==> config.mk <==
export PLATFORM = sky130hd
export DESIGN_NAME = dm_arbiter
export DESIGN_NICKNAME = d
export VERILOG_FILES = /design/src/rtl/dm_arb_pkg.sv /design/src/rtl/dm_arb_starve_cnt.sv /design/src/rtl/dm_arbiter.sv
export SDC_FILE = /design/constraint.sdc
export NUM_CORES = 1
export LEC_CHECK = 0
export CAP_MARGIN = 5
export CORE_ASPECT_RATIO = 1.1
export CORE_MARGIN = 10
export CORE_UTILIZATION = 44
export CTS_BUF_LIST = sky130_fd_sc_hd__clkbuf_2 sky130_fd_sc_hd__clkbuf_4 sky130_fd_sc_hd__clkbuf_8
export DETAILED_ROUTE_END_ITERATION = 7
export PLACE_DENSITY = 0.94
export RECOVER_POWER = 100
export SYNTH_ARGS = -nofsm -noshare
export SYNTH_HDL_FRONTEND = slang
export SYNTH_HIERARCHICAL = 1
export SYNTH_SLANG_ARGS = --single-unit
==> constraint.sdc <==
create_clock -name clk -period 3.4 [get_ports clk]
set_clock_uncertainty 0.1 [all_clocks]
set_input_delay 0.68 -clock clk [delete_from_list [all_inputs] [get_ports clk]]
set_output_delay 0.68 -clock clk [all_outputs]
set_load 0.01 [all_outputs]
==> src/rtl/dm_arb_pkg.sv <==
// Shared types and helpers for the data-memory arbiter (dm_arbiter).
// Optional statistics counters are enabled with the DM_ARB_STATS_EN macro.
package dm_arb_pkg;

  typedef enum logic [1:0] {
    IDLE = 2'd0,
    ACC  = 2'd1,
    RESP = 2'd2
  } state_t;

  typedef enum logic {
    OWN_CPU = 1'b0,
    OWN_DBG = 1'b1
  } owner_t;

  localparam int unsigned DEF_MAX_WAIT = 15;

  // Saturating 8-bit increment.
  function automatic logic [7:0] sat_inc8(input logic [7:0] v);
    return (v == 8'hFF) ? v : v + 8'd1;
  endfunction

  // Saturating 16-bit increment.
  function automatic logic [15:0] sat_inc16(input logic [15:0] v);
    return (v == 16'hFFFF) ? v : v + 16'd1;
  endfunction

endpackage

==> src/rtl/dm_arb_starve_cnt.sv <==
// Debug starvation counter: counts cycles the debug port waits while the
// CPU owns the memory, and flags when debug must be given priority.
module dm_arb_starve_cnt
  import dm_arb_pkg::*;
#(
  parameter int unsigned MAX_WAIT = DEF_MAX_WAIT
) (
  input  logic       clk,
  input  logic       rstn,
  input  logic       dbg_req,
  input  logic       dbg_grant,
  input  logic       dbg_active,
  output logic [7:0] wait_cnt,
  output logic       escalate
);

  localparam logic [7:0] MAX_WAIT_C = 8'(MAX_WAIT);

  // Count waiting cycles, clear on a debug grant, hold when debug is quiet.
  always_ff @(posedge clk or negedge rstn) begin
    if (!rstn) begin
      wait_cnt <= 8'd0;
    end else if (dbg_grant) begin
      wait_cnt <= 8'd0;
    end else if (dbg_req && !dbg_active) begin
      wait_cnt <= sat_inc8(wait_cnt);
    end else begin
      wait_cnt <= wait_cnt;
    end
  end

  // Escalation once debug has waited long enough.
  always_comb begin
    escalate = 1'b0;
    if (wait_cnt >= MAX_WAIT_C) begin
      escalate = 1'b1;
    end else begin
      escalate = 1'b0;
    end
  end

endmodule

==> src/rtl/dm_arbiter.sv <==
// Arbiter sharing one single-port data memory between the CPU data port
// and the PDU debug port. CPU has fixed priority; debug escalates after
// MAX_WAIT waiting cycles. Each access runs IDLE -> ACC -> RESP.
// Define DM_ARB_STATS_EN to add grant and peak-wait statistics ports.
module dm_arbiter
  import dm_arb_pkg::*;
#(
  parameter int unsigned ADDR_W   = 8,
  parameter int unsigned DATA_W   = 32,
  parameter int unsigned MAX_WAIT = DEF_MAX_WAIT
) (
  input  logic              clk,
  input  logic              rstn,
  input  logic              cpu_req,
  input  logic              cpu_we,
  input  logic [31:0]       cpu_addr,
  input  logic [DATA_W-1:0] cpu_wdata,
  output logic              cpu_ack,
  output logic [DATA_W-1:0] cpu_rdata,
  input  logic              dbg_req,
  input  logic              dbg_we,
  input  logic [31:0]       dbg_addr,
  input  logic [DATA_W-1:0] dbg_wdata,
  output logic              dbg_ack,
  output logic [DATA_W-1:0] dbg_rdata,
  output logic [ADDR_W-1:0] mem_a,
  output logic              mem_we,
  output logic [DATA_W-1:0] mem_d,
  input  logic [DATA_W-1:0] mem_spo,
  output logic              busy
`ifdef DM_ARB_STATS_EN
  ,
  output logic [15:0]       stat_cpu,
  output logic [15:0]       stat_dbg,
  output logic [7:0]        stat_maxwait
`endif
);

  state_t              state_r;
  owner_t              owner_r;
  logic                any_req_s;
  logic                dbg_wins_s;
  logic                dbg_grant_s;
  logic                dbg_active_s;
  logic                sel_we_s;
  logic [ADDR_W-1:0]   sel_addr_s;
  logic [DATA_W-1:0]   sel_wdata_s;
  logic [7:0]          wait_cnt_s;
  logic                escalate_s;
  logic                unused_s;

  // Byte-offset and high address bits are deliberately ignored.
  assign unused_s = ^{cpu_addr[31:ADDR_W+2], cpu_addr[1:0],
                      dbg_addr[31:ADDR_W+2], dbg_addr[1:0], wait_cnt_s};

  dm_arb_starve_cnt #(
    .MAX_WAIT (MAX_WAIT)
  ) u_starve (
    .clk        (clk),
    .rstn       (rstn),
    .dbg_req    (dbg_req),
    .dbg_grant  (dbg_grant_s),
    .dbg_active (dbg_active_s),
    .wait_cnt   (wait_cnt_s),
    .escalate   (escalate_s)
  );

  // Winner selection and request mux used when leaving IDLE.
  always_comb begin
    any_req_s    = cpu_req | dbg_req;
    dbg_wins_s   = 1'b0;
    dbg_grant_s  = 1'b0;
    dbg_active_s = 1'b0;
    if (dbg_req && (escalate_s || !cpu_req)) begin
      dbg_wins_s = 1'b1;
    end else begin
      dbg_wins_s = 1'b0;
    end
    if ((state_r == IDLE) && dbg_wins_s) begin
      dbg_grant_s = 1'b1;
    end else begin
      dbg_grant_s = 1'b0;
    end
    if ((state_r != IDLE) && (owner_r == OWN_DBG)) begin
      dbg_active_s = 1'b1;
    end else begin
      dbg_active_s = 1'b0;
    end
    if (dbg_wins_s) begin
      sel_we_s    = dbg_we;
      sel_addr_s  = dbg_addr[ADDR_W+1:2];
      sel_wdata_s = dbg_wdata;
    end else begin
      sel_we_s    = cpu_we;
      sel_addr_s  = cpu_addr[ADDR_W+1:2];
      sel_wdata_s = cpu_wdata;
    end
  end

  // Access FSM with registered memory controls, acks and read data.
  always_ff @(posedge clk or negedge rstn) begin
    if (!rstn) begin
      state_r   <= IDLE;
      owner_r   <= OWN_CPU;
      mem_a     <= '0;
      mem_d     <= '0;
      mem_we    <= 1'b0;
      cpu_ack   <= 1'b0;
      dbg_ack   <= 1'b0;
      cpu_rdata <= '0;
      dbg_rdata <= '0;
      busy      <= 1'b0;
    end else begin
      case (state_r)
        IDLE: begin
          cpu_ack <= 1'b0;
          dbg_ack <= 1'b0;
          if (any_req_s) begin
            state_r <= ACC;
            owner_r <= dbg_wins_s ? OWN_DBG : OWN_CPU;
            mem_we  <= sel_we_s;
            mem_a   <= sel_addr_s;
            mem_d   <= sel_wdata_s;
            busy    <= 1'b1;
          end else begin
            state_r <= IDLE;
            mem_we  <= 1'b0;
            busy    <= 1'b0;
          end
        end
        ACC: begin
          state_r <= RESP;
          mem_we  <= 1'b0;
          busy    <= 1'b1;
          if (owner_r == OWN_DBG) begin
            dbg_rdata <= mem_spo;
            dbg_ack   <= 1'b1;
          end else begin
            cpu_rdata <= mem_spo;
            cpu_ack   <= 1'b1;
          end
        end
        RESP: begin
          state_r <= IDLE;
          mem_we  <= 1'b0;
          cpu_ack <= 1'b0;
          dbg_ack <= 1'b0;
          busy    <= 1'b0;
        end
        default: begin
          state_r <= IDLE;
          mem_we  <= 1'b0;
          cpu_ack <= 1'b0;
          dbg_ack <= 1'b0;
          busy    <= 1'b0;
        end
      endcase
    end
  end

`ifdef DM_ARB_STATS_EN
  // Grant counters per owner and peak observed debug wait.
  always_ff @(posedge clk or negedge rstn) begin
    if (!rstn) begin
      stat_cpu     <= 16'd0;
      stat_dbg     <= 16'd0;
      stat_maxwait <= 8'd0;
    end else begin
      if ((state_r == IDLE) && any_req_s) begin
        if (dbg_wins_s) begin
          stat_dbg <= sat_inc16(stat_dbg);
        end else begin
          stat_cpu <= sat_inc16(stat_cpu);
        end
      end else begin
        stat_cpu <= stat_cpu;
        stat_dbg <= stat_dbg;
      end
      if (wait_cnt_s > stat_maxwait) begin
        stat_maxwait <= wait_cnt_s;
      end else begin
        stat_maxwait <= stat_maxwait;
      end
    end
  end
`endif

endmodule
==> summary.md, run 1 <==
| Metric | Value |
|---|---|
| Area leader, netlist | `dfrtp_1` |
| Filler Cell Count | `869` |
| Boundary pin count | `274` |
| Pwr Total | `6.84 mW` |
| Outcome | `complete, but fails checks` |
| Die X | `approximately 120 µm` |
| Die H | `135 µm` |
| Global-route wire length before repair | `27500 µm` |
| PortBufs | `~230` |
| Synthesized instance count | `roughly 440` |
| Vias/cell | `around 5.6` |
| Top cells by area, synth | `dfrtp_1 (57%), mux2_2 (8.8%), mux2_4 (6.0%)` |
| CTS resizes | `0` |
| Worst EP required | `3.60 ns` |
| Max Fanout on Critical Path | `32` |
| RSZ-0062 raised after global routing | `false` |
| Setup violations, final | `0` |
| Max-slew headroom | `-26.5%` |
| Setup_tns | `0 ns` |
| Number of DRC markers in iteration 0 | `458` |
| Post-CTS Setup Bufs | `0` |
| Most frequent cells in the layout | `dfrtp_1 (119), clkdlybuf4s50_1 (115), dlygate4sd3_1 (108)` |
| Slew Limit Fails | `between 100 and 150` |
| Die footprint | `16800 µm²` |
| Vias | `between 4000 and 5000` |
| Placed instance area | `7540 µm²` |
| Critical path endpoint category | `flop` |
| Min cycle time layout | `between 2 and 3 ns` |
| Syn_nets | `between 600 and 700` |
| Total gr overflow | `0` |
| Worst path arrival time | `slightly below 3 ns` |
| Placement Rows | `41` |
| Fmax | `between 0.3 and 0.4 GHz` |
| Post-route ant nets | `0` |
| DRC errors left | `0` |
| Num CTS Buffers | `17` |
| CP startpoint kind | `flop` |
| RR Startpoint | `state_r[1]` |
| Syn Area/Cell | `11.9 µm²` |
| Max H-tree Level | `4` |
| Total Wirelength | `17800 µm` |
| Worst vdd ir | `0.451 mV` |
| Layout cells sized above 1 | `between 10% and 20%` |
| Most common cell after layout, fill and taps aside | `dfrtp_1` |
| GP Congestion | `0.856` |
| Final Cell Area | `slightly below 8000 µm²` |
| Final hold vios | `0` |
| Worst hold path type | `in -> async` |
| Warnings from Yosys | `6` |
| Synthesized cell area | `5270 µm²` |
| Vias in the first global route | `4819` |
| #FFs+latches synth | `around 120` |
| Max Cap Violations | `3` |
| CTS Hold Buffers Added | `0` |
| Final non-filler cell total | `821` |
| Pin count of the biggest net entering global routing | `76` |
| Initial antenna violation count | `0` |
| CTS Sinks | `119` |
| Share of the synthesized area in the top cell type | `between 50% and 60%` |
| Worst Setup SP | `state_r[1]` |
| Worst-Skew Late Latency | `about 0.42 ns` |
| Total core area | `11600 µm²` |
| Antenna diodes | `0` |
| Power per Cell Area | `between 800 and 900 nW/µm²` |
| Leak pwr | `around 3.1 nW` |
| DP HPWL | `13500 µm` |
| First drt pass iteration count | `5` |
| DP Cell Count | `just under 800` |
| Layout Area Growth over Synthesis | `47.9%` |
| Worst Max-Slew Pin Slew | `1.90 ns` |
| All-layer global routing usage | `around a fifth` |
| Root buf cell | `clkbuf_8` |
| Sequential fraction of the synthesis area | `56.5%` |
| Unique masters post-synth | `40` |
| Wire length per cell | `about 22 µm` |
| Nets | `825` |
| Maximum buffer depth of the clock tree | `2` |
| Failing checks | `capacitance limit, slew limit` |
| Worst-path clk slew | `0.08 ns` |
| Initial core utilization | `45.4%` |
| CTS tree | `done` |
| Part of the cycle the worst path needs | `81.0%` |
| WS Path Type | `reg -> reg` |
[synth_stat cells]
| cell type | number |
|---|---|
| and3_1 | 2 |
| a21oi_1 | 44 |
| dfrtp_1 | 119 |
| or2_1 | 1 |
| nand2_2 | 1 |
| nor2b_1 | 4 |
| o21ai_2 | 1 |
| o21ai_0 | 42 |
| nor3_1 | 1 |
| buf_6 | 9 |
| buf_2 | 9 |
| a21o_1 | 1 |
| nor2_1 | 11 |
| a211oi_1 | 1 |
| and2b_1 | 1 |
| o21bai_1 | 1 |
| buf_1 | 1 |
| inv_4 | 1 |
| inv_2 | 1 |
| inv_1 | 2 |
| mux2_4 | 21 |
| nor3_2 | 2 |
| mux2_2 | 41 |
| mux2i_1 | 3 |
| clkbuf_1 | 16 |
| mux2_1 | 3 |
| nand3_1 | 45 |
| nand2b_4 | 1 |
| nand2b_1 | 1 |
| buf_4 | 3 |
| nand4_4 | 1 |
| nand2_1 | 4 |
| nand2_4 | 1 |
| xor2_1 | 1 |
| nor2_2 | 3 |
| ha_1 | 1 |
| a311oi_1 | 1 |
| nand2b_2 | 1 |
| nor4_1 | 1 |
| a31oi_1 | 41 |
[registers in the layout, indices dropped and copies added (netlist names)]
register and flops:
owner_r 1, mem_d 32, mem_a 8, busy 1
cpu_ack 1, u_starve/wait_cnt 8, cpu_rdata 32, state_r 2
dbg_ack 1, dbg_rdata 32, mem_we 1
[routing by layer]
metal  GRT usage (%)  part of all wire, %  routed length (µm)  up-vias
li1                -                    -                   -     2055
met1            24.2                   40                7170     2237
met2            33.9                   49                8710      266
met3            6.73                  8.4                1490       25
met4            6.93                  2.3                 401        0
met5               0                    0                   0        -
[stage by stage]
stage	hold WS (ns)	setup slack (ns)	utilization [%]
after floorplan	0.284	1.51	-
after global placement	0.375	0.960	65.1
after detailed placement	0.381	0.832	65.1
after CTS	0.181	1.07	68.3
after global routing	0.166	0.510	67.2
final	0.145	0.646	67.2
[power breakdown]
part           total [mW]  switching [mW]  internal [mW]
registers            2.53           0.408           2.12
clock network        1.20           0.597          0.599
logic                3.12            1.50           1.62
[layout make-up]
class                      count  area [µm²]  area share, %
clock buffer                  18         248           3.18
clock inverter                14         126           1.62
inverter                       4        17.5          0.225
multi-input combinational    283        1940           24.9
sequential                   119        2980           38.2
tap                          150         188           2.41
timing repair buffer         233        2300           29.5
[path summary, 6_finish.rpt]
kind | end | cells past startpoint | slack (ns)
max in group asynchronous | dbg_rdata[17] | 2 | 0.90
worst max-delay path | cpu_rdata[20] | 4 | 0.65
min in group clk | busy | 1 | 0.35
worst min-delay path | mem_d[19] | 1 | 0.14
worst max register to register | cpu_rdata[20] | 4 | 0.65
worst min register to register | busy | 1 | 0.35
[worst max-delay path, cell delays in order (launching register included)]
cell and delay, ns:
dfrtp_1 0.39, nand2b_1 0.21, nor2_2 0.10, clkbuf_1 1.36, mux2_2 0.46
[logic make-up after synthesis]
family / Yosys count / synth area share (%)
flip-flops: 119 / 56.5
XOR/XNOR: 1 / 0.166
multiplexers: 68 / 16.0
AO/OA/AOI/OAI: 132 / 13.8
AND/OR/NAND/NOR: 81 / 8.55
adder cells (fa/ha/maj): 1 / 0.237
buffers and inverters: 42 / 4.75
Power figures use the tool's default switching activity.
==> run 2: changes to the inputs <==
--- a/config.mk
+++ b/config.mk
@@ -8,10 +8,10 @@
 export CAP_MARGIN = 5
 export CORE_ASPECT_RATIO = 1.1
 export CORE_MARGIN = 10
-export CORE_UTILIZATION = 44
+export CORE_UTILIZATION = 37
 export CTS_BUF_LIST = sky130_fd_sc_hd__clkbuf_2 sky130_fd_sc_hd__clkbuf_4 sky130_fd_sc_hd__clkbuf_8
 export DETAILED_ROUTE_END_ITERATION = 7
-export PLACE_DENSITY = 0.94
+export PLACE_DENSITY = 0.85
 export RECOVER_POWER = 100
 export SYNTH_ARGS = -nofsm -noshare
 export SYNTH_HDL_FRONTEND = slang
==> constraint.sdc (replaced) <==
create_clock -name clk -period 2.35 [get_ports clk]
set_clock_uncertainty 0.1 [all_clocks]
set_input_delay 0.47 -clock clk [delete_from_list [all_inputs] [get_ports clk]]
set_output_delay 0.47 -clock clk [all_outputs]
set_load 0.01 [all_outputs]
==> summary.md, run 2 (same netlist as run 1, synthesis figures left out) <==
| Metric | Value |
|---|---|
| Outcome | `finished, final reports clean` |
| Antenna diodes | `0 (unchanged)` |
| Maximum buffer depth of the clock tree | `2 (unchanged)` |
| Worst setup path end | `mem_d[28]` |
| Regs by FF count | `cpu_rdata: 32 flops, dbg_rdata: 32 flops, mem_d: 32 flops` |
| RR Startpoint | `state_r[1]` |
| DRC errors left | `0 (unchanged)` |
| Vias/cell | `5.25 (-6.0%)` |
| Final Worst Setup Slack | `0.297 ns (-0.349 ns)` |
| Worst path slowest cell | `dlygate4sd3_1` |
| Layout Area Growth over Synthesis | `51.9%` |
| Num CTS Buffers | `17 (unchanged)` |
| PortBufs | `225 (unchanged)` |
| Fmax | `0.487 GHz` |
| WS Path Type | `reg -> out` |
| Dpl ws | `0.185 ns (-0.647 ns)` |
| Initial core utilization | `37.9% (-7.6 points)` |
| Max H-tree Level | `4 (unchanged)` |
| Comb pwr share | `44.7% (-0.9 points)` |
| CTS Sinks | `119 (unchanged)` |
| CTS tree | `done` |
| Psw | `3.47 mW (+39%)` |
| Buffers & Inverters on Critical Path | `1 (unchanged)` |
| R2R Path End | `cpu_rdata[4]` |
| Number of DRC markers in iteration 0 | `265 (-42%)` |
| First drt pass iteration count | `5 (unchanged)` |
| Met2 wire len | `8100 µm (-7.0%)` |
| Pin count of the biggest net entering global routing | `54 (-29%)` |
| CP startpoint kind | `flop` |
| Leak pwr | `3.23 nW (+3.3%)` |
| Post-route ant nets | `0 (unchanged)` |
| Worst hold path type | `reg -> reg` |
| DP HPWL | `12900 µm (-4.2%)` |
| Wire length per cell | `19.3 µm (-11%)` |
| Nets | `835 (+1.2%)` |
| Most common cell after layout, fill and taps aside | `dfrtp_1` |
| Filler Cell Count | `1127 (+30%)` |
| Worst-Skew Late Latency | `0.42 ns (about the same)` |
| Die footprint | `19400 µm² (+16%)` |
| Worst Max-Slew Pin Slew | `1.01 ns (-0.885 ns)` |
| Global-route wire length before repair | `26800 µm (-2.4%)` |
| CTS resizes | `0 (unchanged)` |
| Flop pwr share | `36.0% (-0.9 points)` |
| GP Congestion | `0.839 (-2.0%)` |
| Top routing layer in use | `met4` |
| Min cycle time layout | `2.05 ns` |
| Sw Ratio | `34.4% (-2.2 points)` |
| Final hold vios | `0 (unchanged)` |
| Worst vdd ir | `0.561 mV (+24%)` |
| RSZ-0062 raised after global routing | `false` |
| Clock power share | `19.3% (+1.8 points)` |
| Boundary pin count | `274 (unchanged)` |
| Die H | `145 µm (+7.7%)` |
| Hold path startpoint | `dbg_rdata[30]` |
| Vias | `4556 (-0.59%)` |
| Power per Cell Area | `1260 nW/µm² (+44%)` |
| Root buf cell | `clkbuf_8` |
| Worst path arrival time | `1.48 ns (-1.47 ns)` |
| All-layer global routing usage | `17.2% (-3.1 points)` |
| Setup_tns | `0 ns (unchanged)` |
| Final Cell Area | `8000 µm² (+2.7%)` |
| Worst EP required | `1.78 ns (-1.82 ns)` |
| Placement Rows | `45 (+9.8%)` |
| Metal1 wirelength | `6680 µm (-6.9%)` |
| Max Fanout on Critical Path | `2 (-94%)` |
| CP Depth | `1 (-3)` |
| Most frequent cells in the layout | `dfrtp_1 (119), clkdlybuf4s50_1 (115), dlygate4sd3_1 (110)` |
| Die X | `134 µm (+7.6%)` |
| Part of the cycle the worst path needs | `87.4%` |
| Critical Path Max Stage Delay | `0.68 ns (-0.68 ns)` |
| Max Cap Violations | `0 (-3)` |
| Placed instance area | `7680 µm² (+1.8%)` |
| DR WL met3 | `1660 µm (+11%)` |
| Reg2Reg Depth | `4 (unchanged)` |
| Internal power | `6.62 mW (+53%)` |
| Crit-path cells | `dlygate4sd3_1` |
| Vias in the first global route | `4861 (+0.87%)` |
| Gate family responsible for the most delay along the worst path | `buffers and inverters` |
| Total Wirelength | `16800 µm (-5.8%)` |
| Reg2Reg Setup Slack | `0.31 ns (-0.34 ns)` |
| Max-slew headroom | `32.5% (+59 points)` |
| Total core area | `13900 µm² (+20%)` |
| Initial antenna violation count | `0 (unchanged)` |
| Worst Setup SP | `mem_d[28]` |
| Worst-path clk slew | `0.07 ns (about the same)` |
| Total gr overflow | `0 (unchanged)` |
| Critical path endpoint category | `primary output` |
| Layout cells sized above 1 | `15.0% (+2.0 points)` |
| Slew Limit Fails | `0 (-100%)` |
| Setup violations, final | `0 (unchanged)` |
-- run 2: cell types whose count changed in the layout (fill, tap and decap cells not counted), sizes merged, moves of 2 or more --
cell         delta
clkinvlp        -3
clkinv          -4
clkbuf         +10
dlygate4sd3     +2
bufinv          +2
buf             +3
-- run 2: per-layer routing --
| metal | global-route usage [%] | vias up |
|---|---|---|
| met2 | 27.9 | 251 |
| met3 | 7.76 | 25 |
| met1 | 19.7 | 2203 |
| li1 | - | 2077 |
| met4 | 6.15 | 0 |
| met5 | 0 | - |
-- run 2: metrics by stage --
step | power [mW] | hold WS (ns) | util, % | instances
6_report | 10.1 | 0.385 | 57.6 | 868
5_1_grt | 10.8 | 0.411 | 57.6 | 868
4_1_cts | 10.9 | 0.403 | 58.3 | 868
3_5_place_dp | 8.86 | 0.383 | 55.2 | 836
3_3_place_gp | 8.65 | 0.367 | 55.2 | 836
2_1_floorplan | 6.10 | 0.0744 | - | 444
-- run 2: how the worst min path moves through the flow --
| stage | end | slack [ns] | cells past startpoint |
|---|---|---|---|
| after floorplan | busy | 0.07 | 0 |
| after global placement | dbg_rdata[18] | 0.37 | 1 |
| after detailed placement | cpu_rdata[14] | 0.38 | 1 |
| after CTS | cpu_rdata[14] | 0.40 | 1 |
| after global routing | cpu_rdata[25] | 0.41 | 1 |
| final | dbg_rdata[30] | 0.39 | 1 |
-- run 2: what timing repair did --
action	CTS	global route
hold buffers	1	0
endpoints found under the hold margin	37	0
buffers inserted	0	0
-- run 2: layout make-up --
cell class,count,area (µm²),area share (%)
sequential,119,2980,37.2
timing repair buffer,243,2390,29.8
multi-input combinational,283,1970,24.6
clock buffer,23,304,3.80
tap,188,235,2.94
clock inverter,8,120,1.50
inverter,4,15.0,0.188
-- run 2: power by group through the flow --
stage | registers, mW | logic [mW] | clock network [mW]
6_report | 3.63 | 4.51 | 1.95
3_5_place_dp | 3.72 | 5.14 | 0
5_1_grt | 3.77 | 4.89 | 2.10
4_1_cts | 3.70 | 5.16 | 2.01
3_3_place_gp | 3.63 | 5.02 | 0
2_1_floorplan | 4.07 | 2.03 | 0
